File: src/rtl/if_fetch_unit_pkg.sv
// Shared widths, reset PC and bubble encoding for the instruction-fetch stage.
// Also holds the slot-accounting helper shared by the fetch logic and its FIFO.
package if_fetch_unit_pkg;

  localparam int PC_W    = 16;
  localparam int INSTR_W = 17;

  localparam logic [PC_W-1:0]    RESET_PC = 16'h0000;
  // LLB R0,#0 -- architecturally a no-op, safe to hand decode when nothing was fetched
  localparam logic [INSTR_W-1:0] BUBBLE   = 17'h00000;

  localparam logic [2:0] FIFO_SLOTS = 3'd2;

  typedef logic [1:0] cnt_t;

  function automatic logic [2:0] slots_used(input cnt_t occupancy, input cnt_t outstanding);
    return {1'b0, occupancy} + {1'b0, outstanding};
  endfunction

endpackage

File: src/rtl/if_fetch_unit_fetch_fifo2.sv
// Two-entry FIFO of {instr, nxt_pc}; head is visible combinationally, one-cycle write-to-head.
// No internal backpressure: the caller never pushes when full; clear wins over push/pop.
module fetch_fifo2
  import if_fetch_unit_pkg::*;
#(
  parameter int IW = 17,
  parameter int AW = 16
) (
  input  logic          clk,
  input  logic          rst_n,
  input  logic          clr_i,
  input  logic          push_i,
  input  logic [IW-1:0] push_instr_i,
  input  logic [AW-1:0] push_nxt_pc_i,
  input  logic          pop_i,
  output logic [IW-1:0] head_instr_o,
  output logic [AW-1:0] head_nxt_pc_o,
  output cnt_t          count_o,
  output logic          full_o,
  output logic          empty_o
);

  logic [IW-1:0] instr_q  [2];
  logic [AW-1:0] nxt_pc_q [2];
  logic          wr_q;
  logic          rd_q;
  cnt_t          cnt_q;

  always_ff @(posedge clk or negedge rst_n) begin
    if (!rst_n) begin
      instr_q[0]  <= '0;
      instr_q[1]  <= '0;
      nxt_pc_q[0] <= '0;
      nxt_pc_q[1] <= '0;
      wr_q        <= 1'b0;
      rd_q        <= 1'b0;
      cnt_q       <= '0;
    end else if (clr_i) begin
      wr_q  <= 1'b0;
      rd_q  <= 1'b0;
      cnt_q <= '0;
    end else begin
      if (push_i) begin
        instr_q[wr_q]  <= push_instr_i;
        nxt_pc_q[wr_q] <= push_nxt_pc_i;
        wr_q           <= ~wr_q;
      end
      if (pop_i) begin
        rd_q <= ~rd_q;
      end
      cnt_q <= cnt_q + {1'b0, push_i} - {1'b0, pop_i};
    end
  end

  assign head_instr_o  = instr_q[rd_q];
  assign head_nxt_pc_o = nxt_pc_q[rd_q];
  assign count_o       = cnt_q;
  assign full_o        = (cnt_q == 2'd2);
  assign empty_o       = (cnt_q == 2'd0);

endmodule

File: src/rtl/if_fetch_unit.sv
// Instruction fetch: owns the PC, issues in-order IM reads, buffers 2 returns, feeds decode.
// Head reaches decode one cycle after return; stall holds the head and throttles issue via slot count.
module if_fetch_unit #(
  parameter int                  PC_W     = if_fetch_unit_pkg::PC_W,
  parameter int                  INSTR_W  = if_fetch_unit_pkg::INSTR_W,
  parameter logic [PC_W-1:0]     RESET_PC = if_fetch_unit_pkg::RESET_PC,
  parameter logic [INSTR_W-1:0]  BUBBLE   = if_fetch_unit_pkg::BUBBLE
) (
  input  logic               clk,
  input  logic               rst_n,
  input  logic               stall_IM_ID,
  input  logic               flow_change_ID_EX,
  input  logic [PC_W-1:0]    tgt_ID_EX,
  input  logic               hlt_ID_EX,
  output logic               im_req,
  output logic [PC_W-1:0]    im_addr,
  input  logic               im_gnt,
  input  logic               im_rvld,
  input  logic [INSTR_W-1:0] im_rdata,
  output logic [INSTR_W-1:0] instr,
  output logic               instr_vld,
  output logic [PC_W-1:0]    nxt_pc_IM_ID,
  output logic [PC_W-1:0]    nxt_pc_ID_EX
);

  import if_fetch_unit_pkg::*;

  localparam logic [PC_W-1:0] PC_ONE = 1;

  logic [PC_W-1:0] pc_q, pc_d;
  logic [PC_W-1:0] ret_pc_q, ret_pc_d;
  cnt_t            out_q, out_d;
  cnt_t            drop_q, drop_d;
  logic            halted_q, halted_d;
  logic [PC_W-1:0] nxt_pc_im_id_q, nxt_pc_im_id_d;
  logic [PC_W-1:0] nxt_pc_id_ex_q;

  logic               fifo_push, fifo_pop, fifo_full, fifo_empty;
  cnt_t               fifo_cnt;
  logic [INSTR_W-1:0] head_instr;
  logic [PC_W-1:0]    head_nxt_pc;

  logic gnt_fire, ret_fire, ret_keep;

  // Requests only when the answer is guaranteed a FIFO slot, so overflow cannot happen.
  assign im_req   = rst_n & ~halted_q & (slots_used(fifo_cnt, out_q) < FIFO_SLOTS);
  assign im_addr  = pc_q;
  assign gnt_fire = im_req & im_gnt;
  assign ret_fire = im_rvld & (out_q != 2'd0);
  assign ret_keep = ret_fire & (drop_q == 2'd0);

  assign fifo_push = ret_keep & ~flow_change_ID_EX;
  assign fifo_pop  = ~stall_IM_ID & ~fifo_empty & ~flow_change_ID_EX;

  fetch_fifo2 #(
    .IW (INSTR_W),
    .AW (PC_W)
  ) u_fifo (
    .clk           (clk),
    .rst_n         (rst_n),
    .clr_i         (flow_change_ID_EX),
    .push_i        (fifo_push),
    .push_instr_i  (im_rdata),
    .push_nxt_pc_i (ret_pc_q + PC_ONE),
    .pop_i         (fifo_pop),
    .head_instr_o  (head_instr),
    .head_nxt_pc_o (head_nxt_pc),
    .count_o       (fifo_cnt),
    .full_o        (fifo_full),
    .empty_o       (fifo_empty)
  );

  always_comb begin
    pc_d           = pc_q;
    ret_pc_d       = ret_pc_q;
    out_d          = out_q;
    drop_d         = drop_q;
    halted_d       = halted_q | hlt_ID_EX;
    nxt_pc_im_id_d = nxt_pc_im_id_q;

    case ({gnt_fire, ret_fire})
      2'b10:   out_d = out_q + 2'd1;
      2'b01:   out_d = out_q - 2'd1;
      default: out_d = out_q;
    endcase

    // ret_pc tracks the address of the next return that will be kept.
    if (flow_change_ID_EX) begin
      pc_d     = tgt_ID_EX;
      ret_pc_d = tgt_ID_EX;
      drop_d   = out_d;
    end else begin
      if (gnt_fire) begin
        pc_d = pc_q + PC_ONE;
      end
      if (ret_keep) begin
        ret_pc_d = ret_pc_q + PC_ONE;
      end
      if (ret_fire && (drop_q != 2'd0)) begin
        drop_d = drop_q - 2'd1;
      end
    end

    if (fifo_pop) begin
      nxt_pc_im_id_d = head_nxt_pc;
    end
  end

  always_ff @(posedge clk or negedge rst_n) begin
    if (!rst_n) begin
      pc_q           <= RESET_PC;
      ret_pc_q       <= RESET_PC;
      out_q          <= '0;
      drop_q         <= '0;
      halted_q       <= 1'b0;
      nxt_pc_im_id_q <= RESET_PC + PC_ONE;
      nxt_pc_id_ex_q <= RESET_PC + PC_ONE;
    end else begin
      pc_q           <= pc_d;
      ret_pc_q       <= ret_pc_d;
      out_q          <= out_d;
      drop_q         <= drop_d;
      halted_q       <= halted_d;
      nxt_pc_im_id_q <= nxt_pc_im_id_d;
      nxt_pc_id_ex_q <= nxt_pc_im_id_q;
    end
  end

  assign instr        = fifo_empty ? BUBBLE : head_instr;
  assign instr_vld    = ~fifo_empty;
  assign nxt_pc_IM_ID = nxt_pc_im_id_q;
  assign nxt_pc_ID_EX = nxt_pc_id_ex_q;

  a_rvld_without_request: assert property (@(posedge clk) disable iff (!rst_n)
    im_rvld |-> (out_q != 2'd0));

  a_fifo_overflow: assert property (@(posedge clk) disable iff (!rst_n)
    fifo_push |-> !fifo_full);

endmodule

File: config.mk
export PLATFORM = sky130hd
export DESIGN_NAME = if_fetch_unit
export DESIGN_NICKNAME = d
export VERILOG_FILES = /design/src/rtl/if_fetch_unit_pkg.sv /design/src/rtl/if_fetch_unit_fetch_fifo2.sv /design/src/rtl/if_fetch_unit.sv
export SDC_FILE = /design/constraint.sdc
export NUM_CORES = 1
export LEC_CHECK = 0
export BUFFER_PORTS_ARGS = -buffer_cell sky130_fd_sc_hd__buf_2
export CAP_MARGIN = 10
export CORE_MARGIN = 2
export CORE_UTILIZATION = 50
export DETAILED_ROUTE_END_ITERATION = 10
export GPL_ROUTABILITY_DRIVEN = 1
export PLACE_DENSITY = 0.86
export SETUP_SLACK_MARGIN = 0.05
export SLEW_MARGIN = 10
export SYNTH_ARGS = -nofsm -noshare
export SYNTH_HDL_FRONTEND = slang
export SYNTH_SLANG_ARGS = --single-unit
File: constraint.sdc
create_clock -name clk -period 2.84 [get_ports clk]
set_input_delay 0.284 -clock clk [delete_from_list [all_inputs] [get_ports clk]]
set_output_delay 0.284 -clock clk [all_outputs]
set_load 0.01 [all_outputs]
== Word level (Yosys, flattened, before mapping) ==
Index checks and enable logic that the tools add are counted.

* $mul: 0
* Equal/unequal tests: 2
* Divide/modulo/power cells: 0
* Shifts and indexed selects: 0
* Muxes and demuxes: 25
* Reductions and logical operators: 12
* Magnitude comparators: 4
* Bitwise operators: 17
* Add/sub/neg operators: 8

{| class="wikitable"
|+ Operators by type and width
! kind !! number
|-
| $mux 16 || 8
|-
| $mux 17 || 5
|-
| $bwmux 34 || 1
|-
| $add 16x1->16 const B || 2
|-
| $bwmux 32 || 1
|-
| $demux 17 s1 || 1
|-
| $demux 16 s1 || 1
|-
| $reduce_bool 2->1 || 7
|-
| $and 1x1->1 || 8
|-
| $mux 2 || 3
|-
| $not 1->1 || 6
|-
| $ge 2x2->1 const B || 2
|-
| $logic_not 2->1 || 2
|-
| $mux 1 || 4
|-
| $not 1->2 || 2
|-
| $pmux 2 s2 || 1
|-
| $sub 2x1->2 const B || 2
|-
| $add 2x2->3 || 1
|-
| $lt 3x2->1 const B || 1
|-
| $add 2x1->2 || 1
|-
| $add 2x1->2 const B || 1
|-
| $eq 2x1->1 const B || 1
|-
| $eq 2x2->1 const B || 1
|-
| $logic_and 1x1->1 || 2
|-
| other kinds (4) || 4
|}

* Flip-flop bits (word level): 139
* Logic and storage cells: 82
* Output and inout port bits: 67
* Bits in writable memories: 0
* Latch bits: 0
* Memory bits (read-only): 0
* Input bits: 40
* Memories: 0

== Logic depth before layout (Yosys ltp) ==
* Word-level depth: 7
* Mapped depth: 12
* Gate-level depth less buffers: 10

== Modules after synthesis ==
From an unflattened synthesis, not the netlist that was laid out.

* Cells, all modules: 515
* Area, all modules: 6552.5 sq um

{| class="wikitable"
|+ By module, submodules not included
! module !! instances !! seq. area each (sq um) !! cells each !! area an instance (sq um)
|-
| if_fetch_unit || 1 || 1729.2 || 321 || 3463.3
|-
| fetch_fifo2 || 1 || 1751.7 || 194 || 3089.2
|}

== Worst setup path after synthesis ==
OpenSTA, ideal clock, no wires.

* Kind: reg2reg
* Start point: reg out_q[0]
* End point: reg pc_q[15] (netlist: im_addr[15])
* Setup slack: -0.094 ns
* Arrival time: 2.810 ns
* Stages on the path, launching flop included: 10
* Clock period less this slack: 2.934 ns
* Data required time: 2.716 ns
* Library setup time: 0.124 ns
* Buffers on the path: 3
* Path through: dfrtp_1 clkbuf_1 and2_1 fa_1 or4b_1 buf_2 or4b_1 buf_2 o31a_1 o31a_1

* Word-level cells in the longest chain between the ends: 5

{| class="wikitable"
|+ RTL lines
! item !! line !! RTL
|-
| from (decl) || if_fetch_unit.sv:32 || <nowiki>cnt_t out_q, out_d;</nowiki>
|-
| from (signal assigned) || if_fetch_unit.sv:121 || <nowiki>out_q <= out_d;</nowiki>
|-
| $add 2x2->3 || if_fetch_unit_pkg.sv:17 || <nowiki>return {1'b0, occupancy} + {1'b0, outstanding};</nowiki>
|-
| $lt 3x2->1 || if_fetch_unit.sv:46 || <nowiki>assign im_req = rst_n & ~halted_q & (slots_used(fifo_cnt, out_q) < FIFO_SLOTS);</nowiki>
|-
| $and 1x1->1 || if_fetch_unit.sv:46 ||
|-
| $and 1x1->1 || if_fetch_unit.sv:48 || <nowiki>assign gnt_fire = im_req & im_gnt;</nowiki>
|-
| $reduce_bool 2->1 (no line) || -- ||
|-
| to (signal assigned) || if_fetch_unit.sv:119 || <nowiki>pc_q <= pc_d;</nowiki>
|-
| to (decl) || if_fetch_unit.sv:30 || <nowiki>logic [PC_W-1:0] pc_q, pc_d;</nowiki>
|}

No other way between the ends.
A chain may end at the register's enable or synchronous reset.

== Worst setup path in the final report ==
* Start point: reg u_fifo.cnt_q[0] (netlist: u_fifo.count_o[0])
* End point: reg pc_q[15] (netlist: im_addr[15])

* Word-level cells in the longest chain between the ends: 5

{| class="wikitable"
|+ RTL lines
! item !! line !! RTL
|-
| from (decl) || if_fetch_unit_fetch_fifo2.sv:27 || <nowiki>cnt_t cnt_q;</nowiki>
|-
| from (signal assigned) || if_fetch_unit_fetch_fifo2.sv:51 || <nowiki>cnt_q <= cnt_q + {1'b0, push_i} - {1'b0, pop_i};</nowiki>
|-
| $add 2x2->3 || if_fetch_unit_pkg.sv:17 ||
|-
| $lt 3x2->1 || if_fetch_unit.sv:46 ||
|-
| $and 1x1->1 || if_fetch_unit.sv:46 ||
|-
| $and 1x1->1 || if_fetch_unit.sv:48 ||
|-
| $reduce_bool 2->1 (no line) || -- ||
|}

No other way between the ends.

==> impl_metrics.tcl <==
set metrics [dict create \
    grt_pass1_wl_um 22140 \
    skew_ps 9.988 \
    drc 0 \
    ant_nets 0 \
    cp.buffers_inverters 0 \
    crit_path_top_delay_cell "or4b_4" \
    holdWs_ps 68.96 \
    synth_seq_cells 139 \
    hp-class "in2reg" \
    synth_xor_area_frac 0.05227 \
    drive_gt1_frac 0.3170 \
    power.density_nw_per_um2 982.5 \
    dp.cells 832 \
    r2r_cells 6 \
    grt_use_total 0.2097 \
    synth.distinct_cells 41 \
    setup_tns_ps 0 \
    wire_per_inst_um 15.51 \
    crit_cells 6 \
    grt_max_degree 71 \
    tightest_slew_ps 1010 \
    synth.avg_cell_area_um2 11.07 \
    ys_warn_count 0 \
    grt_antenna_before_repair 0 \
    vias 4651 \
    dieWidth_um 116.9 \
    die-area_um2 13650 \
    synth_top_family_by_area "multiplexers" \
    yosys_most_used_dff "dfrtp_1" \
    crit_path_max_fanout 9 \
    drt_wl_total_um 13430 \
    synth_fp_nets 622 \
    worstSetupPathType "reg2reg" \
    yosys.area_share.simple 0.1285 \
    viasPerCell 5.371 \
    core_area_um2 12520 \
    synth_async_sr_flop_share 1.000 \
    muxShareOfSynthArea 0.1497 \
    final_common_cell "dfrtp_1" \
    start_util 0.5087 \
    globalplace.congestion 0.8756 \
    pin_count 107 \
    drtIter0Drc 497 \
    antennaDiodeCount 0 \
    maxCapViolations 0 \
    peakVddDrop_mv 0.4362 \
    max_slew_margin 0.3267 \
    final_util 0.6244 \
    crit_family "simple AND/OR/NAND/NOR gates" \
    cts_tree "built" \
    status "finished clean" \
    num_rows 41 \
    die-height_um 116.9 \
    cts_root_buf "clkbuf_16" \
    hold_path_depth 2 \
    synth_area_um2 6367 \
    clock_latency_ps 420 \
    cts.clk_slew.worst_paths_ps 60 \
    worst_setup_path_start_kind "register" \
    grt_overflow_total 0 \
    power.leakage_nw 3.524 \
    stdcell_area_um2 7815 \
    portBuffers 106 \
    critPathRequiredTime_ps 3140 \
    layout_common_cells "136 x dfrtp_1, 105 x buf_2, 63 x nor2_1" \
    finalSetupViolCount 0 \
    syn2layout_area_growth_pct 22.74 \
    slowest_delay_ps 600 \
    cts.sinks 139 \
    timing.final.hold_violations 0 \
    syn_inst 575 \
    htree_levels 4 \
    dpl.hpwl_um 9219 \
    synth_compound_area_frac 0.07447 \
    period_needed_ps 2747 \
    cts_buffer_depth 2 \
    nets 728 \
    first_pass_iters 4 \
    synth_edf_count 0 \
    rsz0062_at_grt "true" \
    grt_pass1_vias 4560 \
    cp.arrival_ps 3050 \
    instances_no_fill 866 \
    slew_violations 0 \
    fin_crit_sh 0.9674 \
    fill_cells 1006 \
    fmax_mhz 364.0 \
    postPlaceCellArea_um2 7104 \
    cp-end-kind "register" \
    synth_fa_ha_area_frac 0.01493 \
    ys_seq_area_frac 0.5467 \
    path_cells "and2_4 > fa_1 > or4b_4 > or4b_4 > o31a_1 > o31a_1" \
    cts_made_buffers 17 \
]
==> cells in the mapped netlist (10+ instances only) <==
cell type / count / area [um^2]
dfrtp_1: 137 / 3428
nand3_1: 10 / 50.05
o21ai_0: 19 / 95.09
nor3_1: 20 / 100.1
clkbuf_1: 26 / 97.59
nor2_1: 65 / 244.0
nand2_1: 33 / 123.9
mux2_2: 50 / 563.0
a21oi_1: 34 / 170.2
nor4_1: 12 / 75.07
mux2i_1: 39 / 390.4
xnor2_1: 28 / 245.2
inv_1: 14 / 52.55
xor2_1: 10 / 87.58
==> kinds of logic after synthesis <==
kind of cell             count (synthesis)
flip-flops                             139
buffers and inverters                   51
adder cells (fa/ha/maj)                  7
XOR/XNOR                                38
AO/OA/AOI/OAI                           79
multiplexers                            89
AND/OR/NAND/NOR                        172
==> layer usage <==
layer | vias to the layer above | track usage | share of wire
met4 | 0 | 0.07686 | 0.013
met2 | 141 | 0.3356 | 0.49
met5 | - | 0 | 0
li1 | 2211 | - | -
met1 | 2283 | 0.2854 | 0.44
met3 | 16 | 0.04428 | 0.048
==> per-stage QoR <==
stage	setup WS, ps	total power [mW]
floorplan	-31.36	4.471
global placement	30.15	5.069
detailed placement	-25.09	5.237
CTS	18.66	7.700
global route	-22.55	8.149
finish	92.60	7.678
==> path summary, 6_finish.rpt <==
path	slack, ps	end	startpoint
worst max-delay path	90	im_addr[15]	u_fifo.count_o[0]
worst min-delay path	70	halted_q	hlt_ID_EX
worst max register to register	90	im_addr[15]	u_fifo.count_o[0]
worst min register to register	380	nxt_pc_ID_EX[0]	nxt_pc_IM_ID[0]
max in group asynchronous	1350	u_fifo.rd_q	rst_n
min in group asynchronous	80	im_addr[4]	rst_n
==> sequential cells by signal, summed over array words and instances, names as in the netlist <==
register         count
u_fifo.nxt_pc_q     32
u_fifo.wr_q          1
u_fifo.rd_q          1
nxt_pc_ID_EX        16
nxt_pc_IM_ID        16
u_fifo.count_o       2
drop_q               2
im_addr             16
u_fifo.instr_q      34
halted_q             1
out_q                2
ret_pc_q            16
==> report_power, final <==
group          switching [mW]  internal (mW)
Clock                   0.820           1.63
Sequential              0.475           2.72
Combinational            1.05          0.980
==> repair_timing <==
item,4_1_cts,5_1_grt
hold buffers,0,0
pin swaps,0,4
setup buffers,0,2
endpoints found under the setup margin,4,9
gates resized for setup,2,8
==> final cells by class <==
cell class                 instances  area [um^2]  area share
tap                              172        215.2     0.02754
clock inverter                    10        188.9     0.02418
clock buffer                      22        474.2     0.06068
inverter                          15        58.81    0.007525
timing repair buffer             123        680.7     0.08710
sequential                       139         3482      0.4456
multi-input combinational        385         2715      0.3474
(Power assumes the default switching activity.)
